**src/rtl/bp_update_ctrl.sv**
```systemverilog
// Branch pattern table sequencer: initialises the table after reset, forms gshare
// lookup indices and trains the table as in-flight branches resolve.
module bp_update_ctrl #(
  parameter int IDX_W = 10,
  parameter int DEPTH = 4
) (
  input  logic                       clk,
  input  logic                       rst_n,
  input  logic                       lookup_valid,
  input  logic [31:0]                lookup_pc,
  output logic                       lookup_ready,
  output logic [IDX_W-1:0]           tbl_rd_idx,
  input  logic                       tbl_predict,
  output logic                       pred_taken,
  input  logic                       res_valid,
  input  logic                       res_taken,
  output logic                       tbl_wr_en,
  output logic [IDX_W-1:0]           tbl_wr_idx,
  output logic                       tbl_wr_taken,
  output logic                       tbl_wr_init,
  output logic                       mispredict,
  output logic                       init_done,
  output logic [$clog2(DEPTH):0]     q_count
);

  // state | meaning
  // INIT  | writing the init value to every table entry, one per cycle
  // RUN   | serving lookups and training the table on resolves

  localparam int PW = $clog2(DEPTH);
  localparam int CW = PW + 1;

  typedef enum logic {INIT, RUN} state_t;

  state_t           state;
  logic [IDX_W-1:0] init_cnt;
  logic [IDX_W-1:0] ghr_spec;
  logic [IDX_W-1:0] ghr_commit;
  logic [PW-1:0]    rptr;
  logic [PW-1:0]    wptr;
  logic [CW-1:0]    count;
  logic             upd_q;
  logic [IDX_W-1:0] wr_idx_q;
  logic             wr_taken_q;

  logic [IDX_W-1:0] fifo_idx  [DEPTH];
  logic             fifo_pred [DEPTH];

  logic             accept;
  logic             resolve;
  logic             mis;
  logic             push;
  logic [IDX_W-1:0] ghr_commit_n;
  logic             init_wr;
  logic             unused_pc;

  assign unused_pc    = ^{lookup_pc[31:IDX_W+2], lookup_pc[1:0]};

  assign tbl_rd_idx   = lookup_pc[IDX_W+1:2] ^ ghr_spec;
  assign pred_taken   = tbl_predict;
  assign lookup_ready = (state == RUN) && (count < CW'(DEPTH));
  assign q_count      = count;

  assign accept       = lookup_valid && lookup_ready;
  assign resolve      = (state == RUN) && res_valid && (count != '0);
  assign mis          = resolve && (fifo_pred[rptr] != res_taken);
  // a lookup landing in the same cycle as a mispredict belongs to the wrong path
  assign push         = accept && !mis;
  assign ghr_commit_n = {ghr_commit[IDX_W-2:0], res_taken};

  // the table must never see a write strobe while the block is held in reset
  assign init_wr      = (state == INIT) && rst_n;
  assign tbl_wr_en    = init_wr || upd_q;
  assign tbl_wr_init  = init_wr;
  assign tbl_wr_idx   = (state == INIT) ? init_cnt : wr_idx_q;
  assign tbl_wr_taken = wr_taken_q;

  always_ff @(posedge clk) begin
    if (push) begin
      fifo_idx[wptr]  <= tbl_rd_idx;
      fifo_pred[wptr] <= tbl_predict;
    end
  end

  always_ff @(posedge clk or negedge rst_n) begin
    if (!rst_n) begin
      state      <= INIT;
      init_cnt   <= '0;
      ghr_spec   <= '0;
      ghr_commit <= '0;
      rptr       <= '0;
      wptr       <= '0;
      count      <= '0;
      upd_q      <= 1'b0;
      wr_idx_q   <= '0;
      wr_taken_q <= 1'b0;
      mispredict <= 1'b0;
      init_done  <= 1'b0;
    end else begin
      case (state)
        INIT: begin
          init_cnt <= init_cnt + 1'b1;
          if (init_cnt == '1) begin
            state     <= RUN;
            init_done <= 1'b1;
          end
        end
        RUN: begin
          upd_q      <= resolve;
          mispredict <= mis;
          if (resolve) begin
            wr_idx_q   <= fifo_idx[rptr];
            wr_taken_q <= res_taken;
            ghr_commit <= ghr_commit_n;
          end
          if (mis) begin
            rptr     <= '0;
            wptr     <= '0;
            count    <= '0;
            ghr_spec <= ghr_commit_n;
          end else begin
            if (push) begin
              wptr     <= wptr + 1'b1;
              ghr_spec <= {ghr_spec[IDX_W-2:0], tbl_predict};
            end
            if (resolve) rptr <= rptr + 1'b1;
            case ({push, resolve})
              2'b10:   count <= count + 1'b1;
              2'b01:   count <= count - 1'b1;
              default: count <= count;
            endcase
          end
        end
        default: state <= INIT;
      endcase
    end
  end

endmodule

```
**config.mk**
```make
export PLATFORM = sky130hd
export DESIGN_NAME = bp_update_ctrl
export DESIGN_NICKNAME = d
export VERILOG_FILES = /design/src/rtl/bp_update_ctrl.sv
export SDC_FILE = /design/constraint.sdc
export NUM_CORES = 1
export LEC_CHECK = 0
export CAP_MARGIN = 15
export CORE_AREA = 2 2 91 93
export CTS_CLUSTER_DIAMETER = 30
export DETAILED_ROUTE_END_ITERATION = 16
export DIE_AREA = 0 0 93 95
export PLACE_DENSITY_LB_ADDON = 0.15
export SLEW_MARGIN = 10
export SYNTH_ARGS = -nofsm -noshare
export SYNTH_HDL_FRONTEND = slang
export SYNTH_SLANG_ARGS = --single-unit
```
**constraint.sdc**
```tcl
create_clock -name clk -period 2.6 [get_ports clk]
set_input_delay 0.26 -clock clk [delete_from_list [all_inputs] [get_ports clk]]
set_output_delay 0.26 -clock clk [all_outputs]
set_load 0.05 [all_outputs]
```
==> results of run 1 <==
==> worst paths after layout <==
check                                             from  cells after the start                        to  slack [ns]
worst max-delay path                   state$_DFF_PN0_                      3                 tbl_wr_en        0.22
worst min-delay path                             rst_n                      2   wr_idx_q[2]$_DFFE_PN0P_        0.07
worst max register to register  fifo_pred[2]$_DFFE_PP_                      5  fifo_idx[2][3]$_DFFE_PP_        0.32
worst min register to register   init_done$_DFFE_PN0P_                      1     init_done$_DFFE_PN0P_        0.47
max in group asynchronous                        rst_n                      2           state$_DFF_PN0_        2.05
min in group clk                 init_done$_DFFE_PN0P_                      1     init_done$_DFFE_PN0P_        0.47
==> cell type report <==
cell class	instances	area (um^2)	area share [%]
repair buffers	59	541	11.1
inverters	3	11.3	0.231
clock inverters	4	28.8	0.591
multi-input cells	208	1420	29.1
well taps	105	131	2.70
clock buffers	12	166	3.42
flip-flops and latches	94	2570	52.8
==> power by group <==
group	internal (mW)	total (mW)	switching, mW
clock	0.434	0.930	0.496
sequential	1.56	1.56	0
combinational	0.0438	0.124	0.0801
==> per-stage QoR <==
step	hold WS (ns)	util, %	setup slack, ns
after CTS	0.104	61.5	0.202
after global placement	0.453	59.0	0.366
after global routing	0.120	61.5	0.120
after floorplan	-0.0356	-	0.154
after detailed placement	0.457	59.0	0.330
final	0.0696	61.5	0.224
==> registers in the layout, summed over array words and instances (netlist names) <==
register	count
fifo_idx	40
upd_q	1
mispredict	1
ghr_spec	10
wptr	2
q_count	3
init_done	1
state	1
rptr	2
fifo_pred	4
init_cnt	10
wr_idx_q	10
ghr_commit	9
==> what timing repair did <==
item                                    4_1_cts  5_1_grt
hold buffers                                  0        0
buffers inserted                              0        0
endpoints found under the setup margin        4        0
resized for setup                             1        0
endpoints found under the hold margin         0        0
==> cells in the mapped netlist (all sizes together) <==
library cell | count | area [um^2]
a31o | 1 | 8.76
nand3 | 8 | 40.0
inv | 3 | 11.3
and3b | 1 | 8.76
fa | 1 | 20.0
buf | 7 | 48.8
nand2b | 1 | 8.76
and3 | 5 | 31.3
xor2 | 15 | 131
nor2 | 8 | 30.0
nand4 | 4 | 25.0
nand3b | 1 | 7.51
a31oi | 10 | 62.6
mux2i | 1 | 10.0
xnor2 | 9 | 97.6
nor2b | 1 | 6.26
clkbuf | 12 | 45.0
a21o | 3 | 22.5
nand4b | 1 | 8.76
a21oi | 3 | 15.0
ha | 5 | 62.6
dfrtp | 50 | 1250
or2 | 1 | 6.26
mux4 | 11 | 248
mux2 | 10 | 113
nand2 | 88 | 330
o311ai | 1 | 16.3
o21ai | 7 | 35.0
o311a | 1 | 10.0
nor3 | 11 | 55.1
edfxtp | 44 | 1320
==> kinds of logic after synthesis <==
| kind of cell | synth area share (%) |
|---|---|
| xor gates and xnor gates | 5.60 |
| adders and majority gates | 2.02 |
| muxes | 9.06 |
| and+or+nand+nor | 13.7 |
| DFF | 62.9 |
| buffers and inverters | 2.57 |
| AOI/OAI and AO/OA | 4.16 |
==> layout by cell type, fill, tap and decap left out, drive strengths merged, types with 2 or more instances in the layout <==
cell type,instances
edfxtp,44
nor3,11
a31oi,10
nand4,4
clkinvlp,2
nand2,88
mux4,11
xor2,15
nor2,8
dfrtp,50
and3,5
ha,5
a21oi,3
nand3,8
a21o,3
mux2,10
clkbuf,12
buf,19
xnor2,9
o21ai,7
clkdlybuf4s50,40
inv,4
==> metal layers <==
layer / track usage [%] / vias up / routed length, um
met5: 0 / - / 0
met4: 6.00 / 0 / 119
met3: 5.35 / 9 / 260
met2: 33.9 / 47 / 4210
met1: 27.8 / 1367 / 3750
li1: - / 1237 / -
==> impl_metrics.env, run 1 <==
export IMPL_cap_violations=0
export IMPL_drive_above_1_share_pct=16.1
export IMPL_nNetsFinal=419
export IMPL_clkTransAtPathRegs_ns=0.09
export IMPL_period_minus_slack_ns=2.38
export IMPL_fillers=673
export IMPL_setup_viol=0
export IMPL_worstPathArrival_ns=2.12
export IMPL_syn_to_final_growth_pct=19.2
export IMPL_cts_made_buffers=9
export IMPL_syn_area_um2=4090
export IMPL_cts_tree="built"
export IMPL_pin_count=68
export IMPL_fin_crit_sh_pct=91.4
export IMPL_clk_latency_ns=0.35
export IMPL_worstPathRequired_ns=2.34
export IMPL_syn_instance_count=324
export IMPL_drt_pass1_iter_count=4
export IMPL_cp_slowest_stage_delay_ns=0.70
export IMPL_track_usage_pct=20.8
export IMPL_totalWireLength_mm=8.34
export IMPL_num_rows=33
export IMPL_finalPower_mw=2.61
export IMPL_antenna_found_initial=0
export IMPL_drtIter0Drc=163
export IMPL_power_leakage_nw=2.04
export IMPL_synth_cell_type_count=34
export IMPL_io_buffers=45
export IMPL_hp_class="in2async"
export IMPL_yosysWarnings=0
export IMPL_status="finished, final reports clean"
export IMPL_drcViolationCount=0
export IMPL_insertedDiodeCount=0
export IMPL_overflow=0
export IMPL_crit_family="buffers and inverters"
export IMPL_postLayoutCellArea_um2=4870
export IMPL_fin_setup_tns_ns=0
export IMPL_routabilityCongestion=0.780
export IMPL_dp_hpwl_mm=5.71
export IMPL_numClockSinks=94
export IMPL_ant_nets=0
export IMPL_die_h_um=95
export IMPL_wl_per_cell_um=17.2
export IMPL_crit_path_end_kind="primary output"
export IMPL_startpoint_type="register"
export IMPL_cts_path_max_buffers=2
export IMPL_grt_max_degree=51
export IMPL_grt_pass1_wl_mm=13.4
export IMPL_skew_ns=0.00964
export IMPL_synth_nets=368
export IMPL_h_tree_depth=3
export IMPL_cts_root_buffer="clkbuf_8"
export IMPL_cp_max_fo=19
export IMPL_worst_pin_slew_ns=0.647
export IMPL_finalHoldViolCount=0
export IMPL_drv_slew=0
export IMPL_fp_dieW_um=93
export IMPL_dp_cells=469
export IMPL_die_area_um2=8840
export IMPL_start_util_pct=51.6
export IMPL_via_per_inst=5.48
export IMPL_worstSetupPathType="reg2out"
export IMPL_crit_buf_inv=1
export IMPL_fmax_mhz=421
export IMPL_grt_pass1_vias=2594
export IMPL_place_area_um2=4680
export IMPL_vdd_drop_max_mv=0.297
export IMPL_core_um2=7930
export IMPL_critical_path_cell_chain="nor2b_1, or2_2, clkdlybuf4s50_1"
export IMPL_final_cells=485
export IMPL_syn_avg_cell_area_um2=12.6
export IMPL_via_count=2660
export IMPL_rsz0062_at_grt="false"
export IMPL_seq_area_frac_synth_pct=62.9
export IMPL_crit_slowest_cell="clkdlybuf4s50_1"
export IMPL_yosys_register_bits=94
export IMPL_max_slew_margin_pct=56.9
export IMPL_p_per_area_nw_per_um2=536
Power figures use the tool's default switching activity.
==> run 2, diff against run 1 <==
--- a/config.mk
+++ b/config.mk
@@ -7,7 +7,7 @@
 export LEC_CHECK = 0
 export CAP_MARGIN = 15
 export CORE_AREA = 2 2 91 93
-export CTS_CLUSTER_DIAMETER = 30
+export CTS_CLUSTER_DIAMETER = 150
 export DETAILED_ROUTE_END_ITERATION = 16
 export DIE_AREA = 0 0 93 95
 export PLACE_DENSITY_LB_ADDON = 0.15
@@ -15,3 +15,4 @@
 export SYNTH_ARGS = -nofsm -noshare
 export SYNTH_HDL_FRONTEND = slang
 export SYNTH_SLANG_ARGS = --single-unit
+export TNS_END_PERCENT = 20
==> results of run 2 <==
Final layout, timing and power as in run 1 (identical DEF).
==> run 3, diff against run 2 <==
--- a/config.mk
+++ b/config.mk
@@ -10,6 +10,7 @@
 export CTS_CLUSTER_DIAMETER = 150
 export DETAILED_ROUTE_END_ITERATION = 16
 export DIE_AREA = 0 0 93 95
+export MAX_ROUTING_LAYER = met4
 export PLACE_DENSITY_LB_ADDON = 0.15
 export SLEW_MARGIN = 10
 export SYNTH_ARGS = -nofsm -noshare
==> impl_metrics.env, run 3 (synthesis gave the netlist of run 1 again) <==
export IMPL_status="finished, final reports clean"
export IMPL_drt_pass1_iter_count=4
export IMPL_worstSetupPathType="reg2out"
export IMPL_cts_made_buffers=9
export IMPL_fp_dieW_um=93
export IMPL_worstPathRequired_ns=2.34
export IMPL_syn_to_final_growth_pct=19.2
export IMPL_skew_ns=0.00821
export IMPL_num_rows=33
export IMPL_die_area_um2=8840
export IMPL_power_leakage_nw=2.04
export IMPL_max_slew_margin_pct=57.0
export IMPL_finalHoldViolCount=0
export IMPL_via_per_inst=5.53
export IMPL_hold_buffers=0
export IMPL_r2r_worst_path_cells=5
export IMPL_die_h_um=95
export IMPL_clkTransAtPathRegs_ns=0.09
export IMPL_via_count=2680
export IMPL_worst_pin_slew_ns=0.645
export IMPL_regMostFlops="fifo_idx"
export IMPL_cts_root_buffer="clkbuf_8"
export IMPL_fillers=673
export IMPL_h_tree_depth=3
export IMPL_grt_pass1_vias=2615
export IMPL_dp_hpwl_mm=5.71
export IMPL_period_minus_slack_ns=2.37
export IMPL_fin_crit_sh_pct=91.3
export IMPL_pin_count=68
export IMPL_overflow=0
export IMPL_drtIter0Drc=230
export IMPL_setup_viol=0
export IMPL_postCtsSetupRepairBufs=0
export IMPL_nNetsFinal=419
export IMPL_ant_nets=0
export IMPL_worstPathArrival_ns=2.11
export IMPL_p_per_area_nw_per_um2=536
export IMPL_drive_above_1_share_pct=16.1
export IMPL_finalWorstSetupSlack_ns=0.226
export IMPL_fmax_mhz=421
export IMPL_cts_path_max_buffers=2
export IMPL_dp_slack_ns=0.330
export IMPL_reg2reg_to="fifo_idx[2][3]$_DFFE_PP_"
export IMPL_rrSetupSlack_ns=0.31
export IMPL_grt_max_degree=51
export IMPL_wl_per_cell_um=17.2
export IMPL_core_um2=7930
export IMPL_hp_class="in2async"
export IMPL_routabilityCongestion=0.791
export IMPL_drcViolationCount=0
export IMPL_startpoint_type="register"
export IMPL_final_cell_mix="nand2_1 (88), dfrtp_1 (49), edfxtp_1 (44)"
export IMPL_rsz0062_at_grt="false"
export IMPL_reg2reg_from="fifo_pred[2]$_DFFE_PP_"
export IMPL_vdd_drop_max_mv=0.297
export IMPL_numClockSinks=94
export IMPL_crit_path_end_kind="primary output"
export IMPL_final_common_cell="nand2_1"
export IMPL_grt_pass1_wl_mm=13.4
export IMPL_clk_latency_ns=0.35
export IMPL_totalWireLength_mm=8.35
export IMPL_cp_max_fo=19
export IMPL_cap_violations=0
export IMPL_insertedDiodeCount=0
export IMPL_antenna_found_initial=0
export IMPL_fin_hold_ws_ns=0.0778
export IMPL_start_util_pct=51.6
export IMPL_cts_tree="built"
export IMPL_track_usage_pct=21.3
export IMPL_largest_register_ff_count=40
export IMPL_fin_setup_tns_ns=0
export IMPL_drv_slew=0
export IMPL_io_buffers=45
[run 3: cell counts in the layout (fill, tap and decap cells not counted)]
No cell type changed its count.
[run 3: routing by layer]
| layer | global-route usage, % | share of wire, % | up-vias |
|---|---|---|---|
| met4 | 8.21 | 1.8 | 0 |
| met1 | 27.7 | 44 | 1380 |
| met3 | 3.43 | 3.0 | 15 |
| met5 | - | 0 | - |
| met2 | 34.2 | 51 | 49 |
| li1 | - | - | 1236 |
[run 3: critical path, cell delays in order (launching register included)]
cell	delay, ns
dfrtp_2	0.64
nor2b_1	0.12
or2_2	0.29
clkdlybuf4s50_1	0.70
[run 3: per-stage QoR]
stage	util [%]	cells	total power [mW]	instance area, um^2
4_1_cts	61.5	485	2.63	4870
5_1_grt	61.5	485	2.70	4870
3_5_place_dp	59.0	469	1.71	4680
6_report	61.5	485	2.61	4870
3_3_place_gp	59.0	469	1.71	4680
2_1_floorplan	-	324	1.65	4090
[run 3: cell type report]
class,instances,area [um^2],area share (%)
Clock inverter,4,28.8,0.591
Timing Repair Buffer,59,541,11.1
Clock buffer,12,166,3.42
Inverter,3,11.3,0.231
Sequential cell,94,2570,52.8
Tap cell,105,131,2.70
Multi-Input combinational cell,208,1420,29.1
[run 3: report_power, final]
part	switching [mW]	internal [mW]	total, mW	leakage, nW
combinational	0.0802	0.0438	0.124	0.872
sequential	0	1.56	1.56	1.08
clock	0.499	0.434	0.933	0.0941
total	0.579	2.03	2.61	2.04
[run 3: worst max-delay path by stage]
stage | cells after the start | slack [ns] | endpoint | from
floorplan | 8 | 0.15 | q_count[2]$_DFFE_PN0P_ | q_count[2]$_DFFE_PN0P_
global placement | 3 | 0.37 | tbl_rd_idx[1] | lookup_pc[3]
detailed placement | 3 | 0.33 | tbl_rd_idx[1] | lookup_pc[3]
CTS | 3 | 0.20 | tbl_wr_en | state$_DFF_PN0_
global route | 3 | 0.13 | tbl_wr_en | state$_DFF_PN0_
finish | 3 | 0.23 | tbl_wr_en | state$_DFF_PN0_
[run 3: what timing repair did]
action,CTS,global route
setup endpoints to repair,4,0
endpoints found under the hold margin,0,0
resized for setup,1,0
